`config.mk`:
```
export PLATFORM = sky130hd
export DESIGN_NAME = timer_arbiter_flat
export DESIGN_NICKNAME = d
export VERILOG_FILES = /design/src/rtl/timer_arbiter_pkg.sv /design/src/rtl/timer_arbiter_if.sv /design/src/rtl/timer_arbiter_rr_arbiter.sv /design/src/rtl/timer_arbiter.sv /design/src/flat_wrapper.sv
export SDC_FILE = /design/constraint.sdc
export NUM_CORES = 1
export LEC_CHECK = 0
export ABC_CLOCK_PERIOD_IN_PS = 3500
export CORE_UTILIZATION = 30
export CTS_CLUSTER_DIAMETER = 120
export DETAILED_ROUTE_END_ITERATION = 10
export GPL_ROUTABILITY_DRIVEN = 0
export SYNTH_ARGS = -nofsm -noshare
export SYNTH_HDL_FRONTEND = slang
export SYNTH_HIERARCHICAL = 1
export SYNTH_SLANG_ARGS = --single-unit
```
`constraint.sdc`:
```
create_clock -name i_clk -period 3.5 [get_ports i_clk]
set_input_delay 0.525 -clock i_clk [delete_from_list [all_inputs] [get_ports i_clk]]
set_output_delay 0.525 -clock i_clk [all_outputs]
set_load 0.01 [all_outputs]
```
`src/rtl/timer_arbiter_pkg.sv`:
```
// Shared types and defaults for the round-robin shared countdown timer.
package timer_arb_pkg;
  typedef enum logic [1:0] {IDLE, LOAD, RUN, DONE} state_t;

  localparam int DEF_NUM_REQ = 4;
  localparam int DEF_CNT_W   = 26;

  function automatic int wrap_inc(input int idx, input int n);
    return (idx + 1 >= n) ? 0 : idx + 1;
  endfunction
endpackage

```
`src/rtl/timer_arbiter_if.sv`:
```
// Requester-side bus of the shared timer: request/period in, grant/done/status out.
interface timer_arbiter_if import timer_arb_pkg::*; #(
  parameter int NUM_REQ = DEF_NUM_REQ,
  parameter int CNT_W   = DEF_CNT_W
) ();
  logic [NUM_REQ-1:0]       i_req;
  logic [NUM_REQ*CNT_W-1:0] i_period;
  logic [NUM_REQ-1:0]       o_grant;
  logic [NUM_REQ-1:0]       o_done;
  logic                     o_busy;
  logic [CNT_W-1:0]         o_count;

  modport master (output i_req, i_period, input o_grant, o_done, o_busy, o_count);
  modport slave  (input i_req, i_period, output o_grant, o_done, o_busy, o_count);
endinterface

```
`src/rtl/timer_arbiter_rr_arbiter.sv`:
```
// Combinational round-robin pick: first asserted request at or after i_ptr, wrapping.
module rr_arbiter #(
  parameter int NUM_REQ = 4,
  parameter int IDX_W   = 2
) (
  input  logic [NUM_REQ-1:0] i_req,
  input  logic [IDX_W-1:0]   i_ptr,
  output logic [NUM_REQ-1:0] o_grant,
  output logic [IDX_W-1:0]   o_idx,
  output logic               o_vld
);
  always_comb begin
    logic [IDX_W-1:0] k;
    k       = '0;
    o_grant = '0;
    o_idx   = '0;
    o_vld   = 1'b0;
    for (int i = 0; i < NUM_REQ; i++) begin
      k = IDX_W'((int'(i_ptr) + i) % NUM_REQ);
      if (!o_vld && i_req[k]) begin
        o_vld = 1'b1;
        o_idx = k;
      end
    end
    if (o_vld) o_grant[o_idx] = 1'b1;
  end
endmodule

```
`src/rtl/timer_arbiter.sv`:
```
// One countdown timer time-shared by NUM_REQ requesters; owner chosen round-robin,
// released on expiry (one-cycle done pulse) or when the owner drops its request.
module timer_arbiter import timer_arb_pkg::*; #(
  parameter int NUM_REQ = DEF_NUM_REQ,
  parameter int CNT_W   = DEF_CNT_W
) (
  input  logic           i_clk,
  input  logic           i_reset,
  timer_arbiter_if.slave bus
);
  localparam int IDX_W = (NUM_REQ > 1) ? $clog2(NUM_REQ) : 1;

  logic [NUM_REQ-1:0][CNT_W-1:0] w_per;
  state_t                        r_state, w_state_nxt;
  logic [IDX_W-1:0]              r_win, r_ptr, w_arb_idx;
  logic [NUM_REQ-1:0]            w_arb_gnt, w_win_oh, w_grant_nxt, w_done_nxt;
  logic [NUM_REQ-1:0]            r_grant, r_done;
  logic                          w_arb_vld, w_req_own, r_busy;
  logic [CNT_W-1:0]              r_cnt, w_cnt_nxt;

  assign w_per     = bus.i_period;
  assign w_win_oh  = NUM_REQ'(1) << r_win;
  assign w_req_own = bus.i_req[r_win];

  rr_arbiter #(.NUM_REQ(NUM_REQ), .IDX_W(IDX_W)) u_rr (
    .i_req   (bus.i_req),
    .i_ptr   (r_ptr),
    .o_grant (w_arb_gnt),
    .o_idx   (w_arb_idx),
    .o_vld   (w_arb_vld)
  );

  always_ff @(posedge i_clk or posedge i_reset)
    if (i_reset) r_state <= IDLE;
    else         r_state <= w_state_nxt;

  // Owner dropping its request wins over expiry: abort, never a done pulse.
  always_comb begin
    w_state_nxt = r_state;
    case (r_state)
      IDLE: if (w_arb_vld) w_state_nxt = LOAD;
      LOAD: if (!w_req_own)          w_state_nxt = IDLE;
            else if (w_per[r_win] == '0) w_state_nxt = DONE;
            else                     w_state_nxt = RUN;
      RUN:  if (!w_req_own)          w_state_nxt = IDLE;
            else if (r_cnt <= CNT_W'(1)) w_state_nxt = DONE;
      DONE: w_state_nxt = IDLE;
      default: w_state_nxt = IDLE;
    endcase
  end

  // Next values of the registered outputs; counter is zero outside LOAD/RUN
  // and the period is captured on the LOAD->RUN edge only.
  always_comb begin
    w_grant_nxt = '0;
    w_done_nxt  = '0;
    w_cnt_nxt   = '0;
    case (w_state_nxt)
      LOAD: w_grant_nxt = w_arb_gnt;
      RUN: begin
        w_grant_nxt = w_win_oh;
        w_cnt_nxt   = (r_state == LOAD) ? w_per[r_win] : r_cnt - CNT_W'(1);
      end
      DONE: w_done_nxt = w_win_oh;
      default: ;
    endcase
  end

  always_ff @(posedge i_clk or posedge i_reset)
    if (i_reset) begin
      r_grant <= '0;
      r_done  <= '0;
      r_busy  <= 1'b0;
      r_cnt   <= '0;
      r_win   <= '0;
      r_ptr   <= '0;
    end else begin
      r_grant <= w_grant_nxt;
      r_done  <= w_done_nxt;
      r_busy  <= (w_state_nxt != IDLE);
      r_cnt   <= w_cnt_nxt;
      if (r_state == IDLE && w_arb_vld) r_win <= w_arb_idx;
      if ((r_state == LOAD || r_state == RUN) && w_state_nxt != RUN)
        r_ptr <= IDX_W'(wrap_inc(int'(r_win), NUM_REQ));
    end

  assign bus.o_grant = r_grant;
  assign bus.o_done  = r_done;
  assign bus.o_busy  = r_busy;
  assign bus.o_count = r_cnt;
endmodule

```
`src/flat_wrapper.sv`:
```
// flat-port wrapper written by rule: the top's interface ports become plain ports
module timer_arbiter_flat import timer_arb_pkg::*;
#(
  parameter int NUM_REQ = DEF_NUM_REQ,
  parameter int CNT_W   = DEF_CNT_W
)
  (i_clk, i_reset, bus_i_req, bus_i_period, bus_o_grant, bus_o_done, bus_o_busy, bus_o_count);
  timer_arbiter_if #(.NUM_REQ(NUM_REQ), .CNT_W(CNT_W)) bus_i ();
  input  logic i_clk;
  input  logic i_reset;
  input wire logic [$bits(bus_i.i_req)-1:0] bus_i_req;
  input wire logic [$bits(bus_i.i_period)-1:0] bus_i_period;
  output wire logic [$bits(bus_i.o_grant)-1:0] bus_o_grant;
  output wire logic [$bits(bus_i.o_done)-1:0] bus_o_done;
  output wire logic [$bits(bus_i.o_busy)-1:0] bus_o_busy;
  output wire logic [$bits(bus_i.o_count)-1:0] bus_o_count;
  assign bus_i.i_req = bus_i_req;
  assign bus_i.i_period = bus_i_period;
  assign bus_o_grant = bus_i.o_grant;
  assign bus_o_done = bus_i.o_done;
  assign bus_o_busy = bus_i.o_busy;
  assign bus_o_count = bus_i.o_count;
  timer_arbiter #(.NUM_REQ(NUM_REQ), .CNT_W(CNT_W)) u_core (.i_clk(i_clk), .i_reset(i_reset), .bus(bus_i));
endmodule
```
---- Word-level counts from Yosys, hierarchy flattened ----
Index checks and enable logic that the tools add are counted.
Widths: inputs -> output; s select.
storage, ports and cells
  flip-flop bits (word level) ............. 41
  bits of input ports ..................... 110
  output and inout bits ................... 35
cells by class
  add/subtract/negate cells ............... 5
  order comparisons ....................... 9
  equal/unequal tests ..................... 7
  shift operators ......................... 1
  mux-type cells .......................... 34
  reductions and logical operators ........ 13
operators by type and width
  kind                   count
  $mux 26                3
  $bmux 26 s2            1
  $le 26x1->1 const B    1
  $logic_not 26->1       1
  $sub 26x1->26 const B  1
  $lt 2x3->1 const B     6
  $mux 2                 9
  $mux 1                 11
  $bmux 1 s2             5
  $eq 2x2->1 const B     4
  $mux 4                 2
  $pmux 2 s4             1
  $pmux 4 s2             1
  $logic_and 1x1->1      6
  $add 2x2->2 const B    2
  $eq 2x1->1 const B     2
  $shl 1x2->4 const A    1
  $add 2x1->3 const B    1
  $ge 3x3->1 const B     1
  $logic_not 1->1        3
  $add 2x1->2 const B    1
  $demux 1 s2            1
  $ge 2x1->1 const B     1
  $logic_not 2->1        1
  3 further kinds        3

---- Logic depth before layout (Yosys ltp) ----
Gate-level depths: netlist of the first run.
  word-level depth ........................ 18
  mapped depth ............................ 12

---- Modules after synthesis ----
Netlist of the first run, hierarchy kept.
modules (own cells, without submodules)
  module         times used  cells an instance  area each (µm²)  seq. area each (µm²)
  timer_arbiter  1           270                2,966.6          1,026.0
  rr_arbiter     1           33                 211.5            0.0

---- Worst setup path after synthesis of the first run ----
No wires, ideal clock.
  path kind ............................... reg-to-reg
  start ................................... register u_core.r_win[0]
  end ..................................... register u_core.r_cnt[10], in the netlist u_core/bus.o_count[10]
  data arrival time ....................... 2,746 ps
  path slack .............................. 612 ps
  cell stages (with the launch flop) ...... 11
  clock period less this slack ............ 2,888 ps
  cell sequence ........................... dfrtp_1 > buf_2 > buf_4 > mux4_2 > nor4_1 > nand4_1 > o22a_1 > ha_1 > inv_1 > clkbuf_1 > a211oi_1
on the way
  cells in the longest elaborated chain, start to end .. 8
  elaborated cells on any way between the ends .. 12
  those cells by class .................... 1 x eq/ne; 10 x mux; 1 x reduce/logical
RTL lines
  element                        line                                      RTL
  from (decl)                    timer_arbiter.sv:15                       logic [IDX_W-1:0] r_win, r_ptr, w_arb_idx;
  from (signal assigned)         timer_arbiter.sv:82                       if (r_state == IDLE && w_arb_vld) r_win <= w_arb_idx;
  $bmux 26 s2                    timer_arbiter.sv:43, timer_arbiter.sv:62
  $mux 26 (implied by the code)  timer_arbiter.sv:43, timer_arbiter.sv:62
  $logic_not 26->1               timer_arbiter.sv:43                       else if (w_per[r_win] == '0) w_state_nxt = DONE;
  $mux 1                         timer_arbiter.sv:43
  $mux 2                         timer_arbiter.sv:42                       LOAD: if (!w_req_own) w_state_nxt = IDLE;
  $pmux 2 s4                     timer_arbiter.sv:40                       case (r_state)
  $eq 2x2->1                     timer_arbiter.sv:58                       case (w_state_nxt)
  $mux 26 *                      timer_arbiter.sv:58
  via u_core.w_cnt_nxt[10]       timer_arbiter.sv:19                       logic [CNT_W-1:0] r_cnt, w_cnt_nxt;
  to (signal assigned)           timer_arbiter.sv:81                       r_cnt <= w_cnt_nxt;
  to (decl)                      timer_arbiter.sv:19
The timed path passes the listed nets; every way through them passes the cells marked *. The select of a mux whose other input is x is not followed.
A chain may end at the register's enable or synchronous reset.

---- Final worst setup path of the first run ----
  start ................................... register u_core.r_win[0]
  end ..................................... register u_core.r_ptr[1]
on the way
  cells in the longest elaborated chain, start to end .. 8
  elaborated cells on any way between the ends .. 14
  those cells by class .................... 1 x add/sub; 1 x order compare; 1 x eq/ne; 9 x mux; 2 x reduce/logical
RTL lines
  element                        line                 RTL
  $bmux 26 s2                    timer_arbiter.sv:43
  $mux 26 (implied by the code)  timer_arbiter.sv:43
  $logic_not 26->1               timer_arbiter.sv:43
  $mux 1                         timer_arbiter.sv:43
  $mux 2                         timer_arbiter.sv:42
  $pmux 2 s4                     timer_arbiter.sv:40
  $ne 2x2->1                     timer_arbiter.sv:83  if ((r_state == LOAD || r_state == RUN) && w_state_nxt != RUN)
  $logic_and 1x1->1              timer_arbiter.sv:83
  to (signal assigned)           timer_arbiter.sv:84  r_ptr <= IDX_W'(wrap_inc(int'(r_win), NUM_REQ));
  to (decl)                      timer_arbiter.sv:15
Parallel ways exist; a longest one is shown, timed or not. The select of a mux whose other input is x is not followed.

==> results of run 1 <==
[final timing paths]
kind / startpoint / cells past startpoint / slack, ps / endpoint
min in group asynchronous: i_reset / 2 / 610 / u_core/bus.o_done[3]
min: u_core/bus.o_count[0] / 1 / 600 / u_core/bus.o_count[0]
max in group asynchronous: i_reset / 3 / 2110 / u_core/bus.o_count[4]
max: u_core/r_win[0] / 9 / 290 / u_core/r_ptr[1]
min reg2reg: u_core/bus.o_count[0] / 1 / 600 / u_core/bus.o_count[0]
max reg2reg: u_core/r_win[0] / 9 / 290 / u_core/r_ptr[1]
[power by group through the flow]
| stage | logic (mW) | registers [mW] | clock network (mW) |
|---|---|---|---|
| floorplan | 2.91 | 0.912 | 0 |
| detailed placement | 3.98 | 0.969 | 0 |
| CTS | 4.02 | 0.961 | 0.414 |
| global placement | 3.99 | 0.962 | 0 |
| global route | 4.43 | 0.998 | 0.437 |
| finish | 4.05 | 0.956 | 0.403 |
[state kept, by name, summed over array words and instances, names as in the netlist]
signal and flops:
u_core/bus.o_busy 1, u_core/bus.o_count 26, u_core/bus.o_done 4, u_core/bus.o_grant 4, u_core/r_ptr 2, u_core/r_state 2
u_core/r_win 2
[layer usage]
| layer | vias to the layer above | part of all wire [%] | track usage [%] |
|---|---|---|---|
| met5 | - | 0 | 0 |
| met3 | 15 | 7.4 | 3.62 |
| li1 | 1418 | - | - |
| met2 | 144 | 47 | 32.4 |
| met1 | 1460 | 44 | 25.7 |
| met4 | 0 | 1.7 | 6.74 |
[cell type report]
class / instances / area (sq um) / area share [%]
Clock buffer: 6 / 82.6 / 1.69
Clock inverter: 2 / 37.5 / 0.767
Inverter: 15 / 56.3 / 1.15
Multi-Input combinational cell: 228 / 2000 / 40.8
Sequential cell: 41 / 1030 / 21.0
Tap cell: 136 / 170 / 3.48
Timing Repair Buffer: 153 / 1520 / 31.1
[critical path, stage by stage, from the launching register on]
cell     delay [ps]
dfrtp_2         710
buf_4           260
mux4_2          560
nor4_1          380
nand4_1         200
o22a_1          260
ha_1            270
inv_1           100
nand2_1          90
mux2_2          270
[cells in the final DEF (no fill, tap or decap), drive strengths merged, types with 2 or more instances in the layout]
cell / n
or3: 2
o221a: 2
a21oi: 18
mux4: 27
clkbuf: 6
inv: 15
nand3: 5
and2: 6
a211oi: 12
nor3: 10
a22oi: 4
nor4: 12
xor2: 13
clkdlybuf4s50: 144
or2: 2
mux2: 3
xnor2: 8
o21ai: 14
nand2b: 5
dfrtp: 41
nor2: 31
buf: 9
a311oi: 3
o22a: 2
o31ai: 2
or4: 3
ha: 15
nand4: 3
nand2: 11
[cell families (layout without fill, tap and decap cells)]
| logic type | count (synthesis) | count (layout) | synth area share, % |
|---|---|---|---|
| muxes | 31 | 31 | 20.5 |
| AOI/OAI and AO/OA | 67 | 67 | 14.0 |
| and+or+nand+nor | 94 | 94 | 16.7 |
| adders and majority gates | 15 | 15 | 5.91 |
| buffers and inverters | 34 | 176 | 4.84 |
| xor gates and xnor gates | 21 | 21 | 5.79 |
| DFF | 41 | 41 | 32.3 |
==> impl_metrics.tcl, run 1 <==
set metrics [dict create \
    status "completed" \
    fin_crit_sh_pct 91.7 \
    grtUsageTotal_pct 19.6 \
    arrival_ps 3400 \
    postRouteAntennaNets 0 \
    final-max-slew-violation-count 0 \
    dp_hpwl_mm 8.55 \
    preCtsSetupSlack_ps 255 \
    pwr-share-comb_pct 74.9 \
    crit_type "register to register" \
    first_pass_iters 4 \
    first_iter_violations 150 \
    numCtsBuffers 5 \
    period_minus_slack_ps 3210 \
    grt_max_degree 29 \
    p_sw_mw 2.58 \
    n_antenna_cell 0 \
    power_leakage_nw 2.02 \
    synth_common_cells "dfrtp_1, nor2_1, mux4_2" \
    p_clk_share_pct 7.4 \
    clock-root-buffer "clkbuf_8" \
    cts_hold_buffers 0 \
    hold_slack_ps 596 \
    antenna_found_initial 0 \
    area_delta_synth_final_pct 54.0 \
    path_clk_slew_ps 80 \
    tns_ps 0 \
    vdd_drop_max_mv 0.599 \
    drv_cap 0 \
    post-cts-setup-buffers 0 \
    cp-end-kind "register" \
    h-tree-depth 2 \
    worst_slack_ps 289 \
    cp_data_required_time_ps 3690 \
    ys_seq_area_share_pct 32.3 \
    cellPowerDensity_nw_per_um2 1100 \
    worst_hold_path_type "register to register" \
    crit_fanout 16 \
    cts_max_path_buffers 2 \
    fin_nets 569 \
    synth_edf_count 0 \
    ys.flop_type "dfrtp_1" \
    setup_viol 0 \
    die_w_um 105 \
    utilization_pct 47.6 \
    placed_area_sq_um 4770 \
    clkSinkCount 41 \
    netlist.area_leader.share_pct 32.3 \
    syn_inst 303 \
    wl_per_cell_um 18.0 \
    grt_pass1_vias 3191 \
    ys_ff_latch 41 \
    drive_gt1_share_pct 13.3 \
    synthTopCellsByArea "dfrtp_1, mux4_2, ha_1" \
    maxSlewHeadroom_pct 48.3 \
    insertion_delay_ps 300 \
    port_buffers 144 \
    drt_wl_total_mm 10.4 \
    worstMarginPinSlew_ps 774 \
    io_pins 145 \
    total_power_mw 5.41 \
    async_flop_share_pct 100 \
    synth.distinct_cells 51 \
    syn_area_per_cell_sq_um 10.5 \
    max_freq_mhz 311 \
    cts_resized 0 \
    num-fill-cells 1009 \
    rsz0062_at_grt "no" \
    die_y_um 105 \
    die_area_sq_um 11000 \
    cts_tree "yes" \
    grt_pass1_wl_mm 16.7 \
    skew_ps 5.48 \
    swShare_pct 47.6 \
    viasPerCell 5.23 \
    yosysWarnings 6 \
    initial_core_util_pct 30.9 \
    coreArea_sq_um 10300 \
    finalHoldViolCount 0 \
    yosysMostFrequentCell "dfrtp_1" \
    syn_area_sq_um 3180 \
    start_kind "register" \
    power.internal_mw 2.83 \
    synth_nets 428 \
    dp.cells 573 \
    finalNonFillerCells 581 \
    finalInstanceArea_sq_um 4890 \
    via_count 3037 \
    num_rows 37 \
    drc_errors 0 \
    grt.overflow.total 0 \
    seqPwrFrac_pct 17.7 \
    synth_area_leader_cell "dfrtp_1" \
]
Power figures use the tool's default switching activity.
==> run 2, diff against run 1 <==
--- a/config.mk
+++ b/config.mk
@@ -10,6 +10,7 @@
 export CTS_CLUSTER_DIAMETER = 120
 export DETAILED_ROUTE_END_ITERATION = 10
 export GPL_ROUTABILITY_DRIVEN = 0
+export SLEW_MARGIN = 15
 export SYNTH_ARGS = -nofsm -noshare
 export SYNTH_HDL_FRONTEND = slang
 export SYNTH_HIERARCHICAL = 1
==> results of run 2 <==
No change in the layout: final DEF, timing and power equal those of run 1.
==> run 3, diff against run 2 <==
--- a/config.mk
+++ b/config.mk
@@ -6,6 +6,7 @@
 export NUM_CORES = 1
 export LEC_CHECK = 0
 export ABC_CLOCK_PERIOD_IN_PS = 3500
+export CAP_MARGIN = 20
 export CORE_UTILIZATION = 30
 export CTS_CLUSTER_DIAMETER = 120
 export DETAILED_ROUTE_END_ITERATION = 10
==> results of run 3 <==
No change in the layout: final DEF, timing and power equal those of run 1.
